<file path="src/rtl/if_id_queue.sv">
// Purpose     : elastic IF/ID buffer; holds fetched {pc, instr} pairs and presents the oldest to ID.
// Latency     : 1 cycle from accepted push to head visibility; no same-cycle bypass.
// Backpressure: in_ready = (count < DEPTH), state-only; a pop never frees a slot in the same cycle.
//
// Ports:
//   clk, rst                 - core clock; asynchronous active-low reset
//   in_valid/in_ready        - fetch handshake; ~in_ready freezes IF
//   pc_in, instr_in          - fetched pc and instruction word
//   flush                    - taken branch; drops every entry at the next edge
//   out_valid/out_ready      - decode handshake; out_ready low = ID hazard stall
//   pc_out, instr_out        - head entry, zeroed when empty so ID sees a bubble
//   count                    - occupancy 0..DEPTH
module if_id_queue #(
    parameter int DEPTH  = 2,
    parameter int DATA_W = 32
) (
    input  logic                     clk,
    input  logic                     rst,
    input  logic                     in_valid,
    input  logic [DATA_W-1:0]        pc_in,
    input  logic [DATA_W-1:0]        instr_in,
    output logic                     in_ready,
    input  logic                     flush,
    output logic                     out_valid,
    input  logic                     out_ready,
    output logic [DATA_W-1:0]        pc_out,
    output logic [DATA_W-1:0]        instr_out,
    output logic [$clog2(DEPTH):0]   count
);

    localparam int PTR_W = $clog2(DEPTH);
    localparam int CNT_W = PTR_W + 1;

    typedef struct packed {
        logic [DATA_W-1:0] pc;
        logic [DATA_W-1:0] instr;
    } entry_t;

    entry_t             mem_q [DEPTH];
    logic [PTR_W-1:0]   wr_ptr_q, wr_ptr_d;
    logic [PTR_W-1:0]   rd_ptr_q, rd_ptr_d;
    logic [CNT_W-1:0]   count_q, count_d;
    logic               push, pop;
    entry_t             head;

    // Both flags come from registered occupancy only, so there is no
    // combinational path from out_ready to in_ready.
    assign in_ready  = (count_q < CNT_W'(DEPTH));
    assign out_valid = (count_q != '0);
    assign push      = in_valid & in_ready;
    assign pop       = out_valid & out_ready;
    assign count     = count_q;

    always_comb begin
        wr_ptr_d = wr_ptr_q;
        rd_ptr_d = rd_ptr_q;
        count_d  = count_q;
        if (flush) begin
            // Wrong-path entries die together; any same-cycle push/pop is dropped.
            wr_ptr_d = '0;
            rd_ptr_d = '0;
            count_d  = '0;
        end else begin
            // DEPTH is a power of two, so plain increment wraps modulo DEPTH.
            if (push) wr_ptr_d = wr_ptr_q + PTR_W'(1);
            if (pop)  rd_ptr_d = rd_ptr_q + PTR_W'(1);
            unique case ({push, pop})
                2'b10:   count_d = count_q + CNT_W'(1);
                2'b01:   count_d = count_q - CNT_W'(1);
                default: count_d = count_q;
            endcase
        end
    end

    always_ff @(posedge clk or negedge rst) begin
        if (!rst) begin
            wr_ptr_q <= '0;
            rd_ptr_q <= '0;
            count_q  <= '0;
        end else begin
            wr_ptr_q <= wr_ptr_d;
            rd_ptr_q <= rd_ptr_d;
            count_q  <= count_d;
        end
    end

    // Payload storage carries no reset; validity is tracked by count_q alone.
    always_ff @(posedge clk) begin
        if (push && !flush) begin
            mem_q[wr_ptr_q] <= '{pc: pc_in, instr: instr_in};
        end
    end

    assign head      = mem_q[rd_ptr_q];
    assign pc_out    = out_valid ? head.pc    : '0;
    assign instr_out = out_valid ? head.instr : '0;

endmodule

</file>
<file path="config.mk">
export PLATFORM = sky130hd
export DESIGN_NAME = if_id_queue
export DESIGN_NICKNAME = d
export VERILOG_FILES = /design/src/rtl/if_id_queue.sv
export SDC_FILE = /design/constraint.sdc
export NUM_CORES = 1
export LEC_CHECK = 0
export ABC_AREA = 1
export CORE_MARGIN = 2
export CORE_UTILIZATION = 48
export DETAILED_ROUTE_END_ITERATION = 10
export GPL_TIMING_DRIVEN = 0
export PLACE_DENSITY = 0.8
export SETUP_SLACK_MARGIN = 0.4
export SYNTH_ARGS = -nofsm -noshare
export SYNTH_HDL_FRONTEND = slang
export SYNTH_SLANG_ARGS = --single-unit
export TNS_END_PERCENT = 10
</file>
<file path="constraint.sdc">
create_clock -name clk -period 5.55 [get_ports clk]
set_input_delay 1.11 -clock clk [delete_from_list [all_inputs] [get_ports clk]]
set_output_delay 1.11 -clock clk [all_outputs]
set_load 0.02 [all_outputs]
</file>
==> out/qor.csv <==
stage;metric;value;unit
timing;Final setup violation count;0;
power_and_ir_drop;cell area power density;426;mW/mm^2
grt;GR Util met1;0.242;
clock_tree;Post-CTS Setup Inserts;0;
setup_path;critical path class;reg2out;
finish;leading cell types in the layout, fill and taps excluded;nand2_1 (138), clkdlybuf4s50_1 (136), edfxtp_1 (128);
clock_tree;Hold-fix buffers, CTS;0;
setup_path;CP Launch Type;register;
floorplanning;Chip Width;107;um
floorplanning;die footprint;0.0114;mm^2
hold_path;Cells on Worst Hold Path;1;
setup_path;Required @ worst endpoint;4440;ps
setup_path;Critical Path Source;rd_ptr_q$_DFFE_PN0P_;
grt;layer with the highest usage;met2;
synthesis;Net Count, Synth;446;
finish;Layout Utilization;0.700;
power_and_ir_drop;Tot Pwr;3060;uW
routing;drt drc;0;
hold_path;Hold Crit Start;wr_ptr_q$_DFFE_PN0P_;
grt;largest net degree at the start of global routing;34;
timing;slew margin rel.;0.353;
clock_tree;CTS sink count;132;
timing;final count of hold timing violations;0;
routing;WL final;11.1;mm
outcome;status;completed;
clock_tree;CTS max path bufs;2;
clock_tree;Clock transition at path regs;60;ps
synthesis;Synth Register Bits;132;
timing;unrepaired setup endpoints after global routing;false;
clock_tree;clock root buffer;clkbuf_8;
grt;total global routing track utilization;0.202;
synthesis;synthesized area;0.00505;mm^2
routing;vias per cell;5.02;
grt;total congestion overflow;0;
hold_path;Hold Crit Endpoint;wr_ptr_q$_DFFE_PN0P_;
placement;cell area after placement;0.00666;mm^2
floorplanning;row cnt;37;
grt;vias in the first global route;3536;
power_and_ir_drop;Pleak;0.00258;uW
timing;setup TNS;0;ps
grt;met2 usage;0.343;
routing;Initial DRT Pass Iterations;5;
timing;highest clock rate;293;MHz
synthesis;Avg Inst Size Synth;13.4;um^2
clock_tree;number of buffers created by CTS;17;
floorplanning;DIE HEIGHT;107;um
setup_path;Setup crit end kind;output port;
placement;IO Port Bufs;136;
hold_path;Worst Hold Class;reg2reg;
timing;pins over their slew limit;0;
finish;final non-filler cell area;0.00719;mm^2
synthesis;Mapped Cells;377;
finish;multi-input logic area;942;um^2
floorplanning;io pins;137;
timing;Worst-Margin Slew;968;ps
power_and_ir_drop;maximum VDD drop;0.247;mV
routing;DRT iter0 DRCs;185;
routing;Routed Antenna Nets;0;
finish;layout cell share with drive strength beyond 1;0.115;
placement;DP Wirelength;7.26;mm
floorplanning;CORE AREA;0.0103;mm^2
setup_path;Max FO, Critical Path;10;
finish;NumNets Final;604;
finish;commonest non-fill, non-tap cell in the layout;nand2_1;
setup_path;capturing point of the worst reg2reg path;mem_q[1][36]$_DFFE_PP_;
finish;FF+latch area;0.00394;mm^2
finish;Diodes inserted;0;
timing;clk_skew;4.86;ps
timing;min Tclk post-route;3410;ps
setup_path;Crit path arrival time;2300;ps
clock_tree;Clock H-tree levels;4;
synthesis;post-synthesis sequential area ratio;0.780;
job;Max Cap Violations;0;
grt;initial antenna violation count;0;
clock_tree;TritonCTS clock tree;built;
timing;final worst path period share;0.615;
synthesis;Synth Warn #;0;
grt;first-pass GRT wire length;17.3;mm
finish;layout filler cell count;712;
placement;RePlAce Congestion;0.794;
routing;drt wl/cell;16.3;um
synthesis;post-synthesis cell type count;17;
floorplanning;Initial Util;0.492;
setup_path;worst reg2reg setup slack;3470;ps
clock_tree;clk_lat worst skew;510;ps
finish;Layout area overhead;42.3;%
clock_tree;CTS-repair resized insts;0;
setup_path;worst reg2reg startpoint;count[1]$_DFFE_PN0P_;
setup_path;Reg2Reg Depth;4;
routing;DR vias;3432;
grt;routing usage on met3;0.0486;
==> worst max-delay path, stage by stage, from the launching register on <==
cell,delay [ps]
dfrtp_1,370
inv_1,80
clkbuf_1,370
nand2_1,130
a21oi_1,190
clkdlybuf4s50_1,650
==> Yosys cell counts (all sizes together) <==
cell type    n  share of area
nand3        3         0.0030
o22ai        1         0.0012
nor2         5         0.0042
buf         19          0.030
dfrtp        4          0.020
a21oi       65          0.064
inv          6         0.0045
o21ai        1        0.00099
nand2      143           0.11
clkbuf       2         0.0015
edfxtp     128           0.76
==> how the worst max path moves through the flow <==
stage	endpoint	cells after the start
after floorplan	mem_q[0][0]$_DFFE_PP_	4
after global placement	mem_q[0][38]$_DFFE_PP_	5
after detailed placement	mem_q[1][38]$_DFFE_PP_	5
after CTS	instr_out[3]	5
after global routing	instr_out[21]	5
final	instr_out[3]	5
==> layer usage <==
metal	share of wire	wire length, um	vias to the layer above
met5	0	0	-
met4	0.017	188	0
met3	0.046	515	15
met2	0.53	5900	118
met1	0.41	4520	1658
li1	-	-	1641
==> power breakdown <==
part           switching, uW  internal [uW]
Clock                    398            586
Sequential              19.5           1170
Combinational            505            388
Total                    923           2140
==> kinds of logic (layout without fill, tap and decap cells) <==
kind of cell / Yosys count / in the layout / share of synthesized area
AND/OR/NAND/NOR: 151 / 151 / 0.117
flip-flops: 132 / 132 / 0.780
AO/OA/AOI/OAI: 67 / 67 / 0.0666
buffers and inverters: 27 / 198 / 0.0364
==> final cells by class <==
type / instances / share of cell area
Clock inverter: 15 / 0.0162
Multi-Input combinational cell: 218 / 0.131
Buffer: 21 / 0.0224
Timing Repair Buffer: 139 / 0.198
Sequential cell: 132 / 0.548
Clock buffer: 17 / 0.0576
Inverter: 6 / 0.00313
Tap cell: 136 / 0.0237
==> metrics by stage <==
stage / hold WS [ps] / instances / worst slack [ps]
floorplan: 458 / 377 / 1080
detailed placement: 542 / 652 / 2320
CTS: 556 / 684 / 2110
global placement: 473 / 649 / -932
finish: 551 / 684 / 2140
global route: 575 / 684 / 1950
==> flip-flops by register name (all words and copies together), names as in the netlist <==
register,count
count,2
mem_q,128
wr_ptr_q,1
rd_ptr_q,1
(Power assumes the default switching activity.)
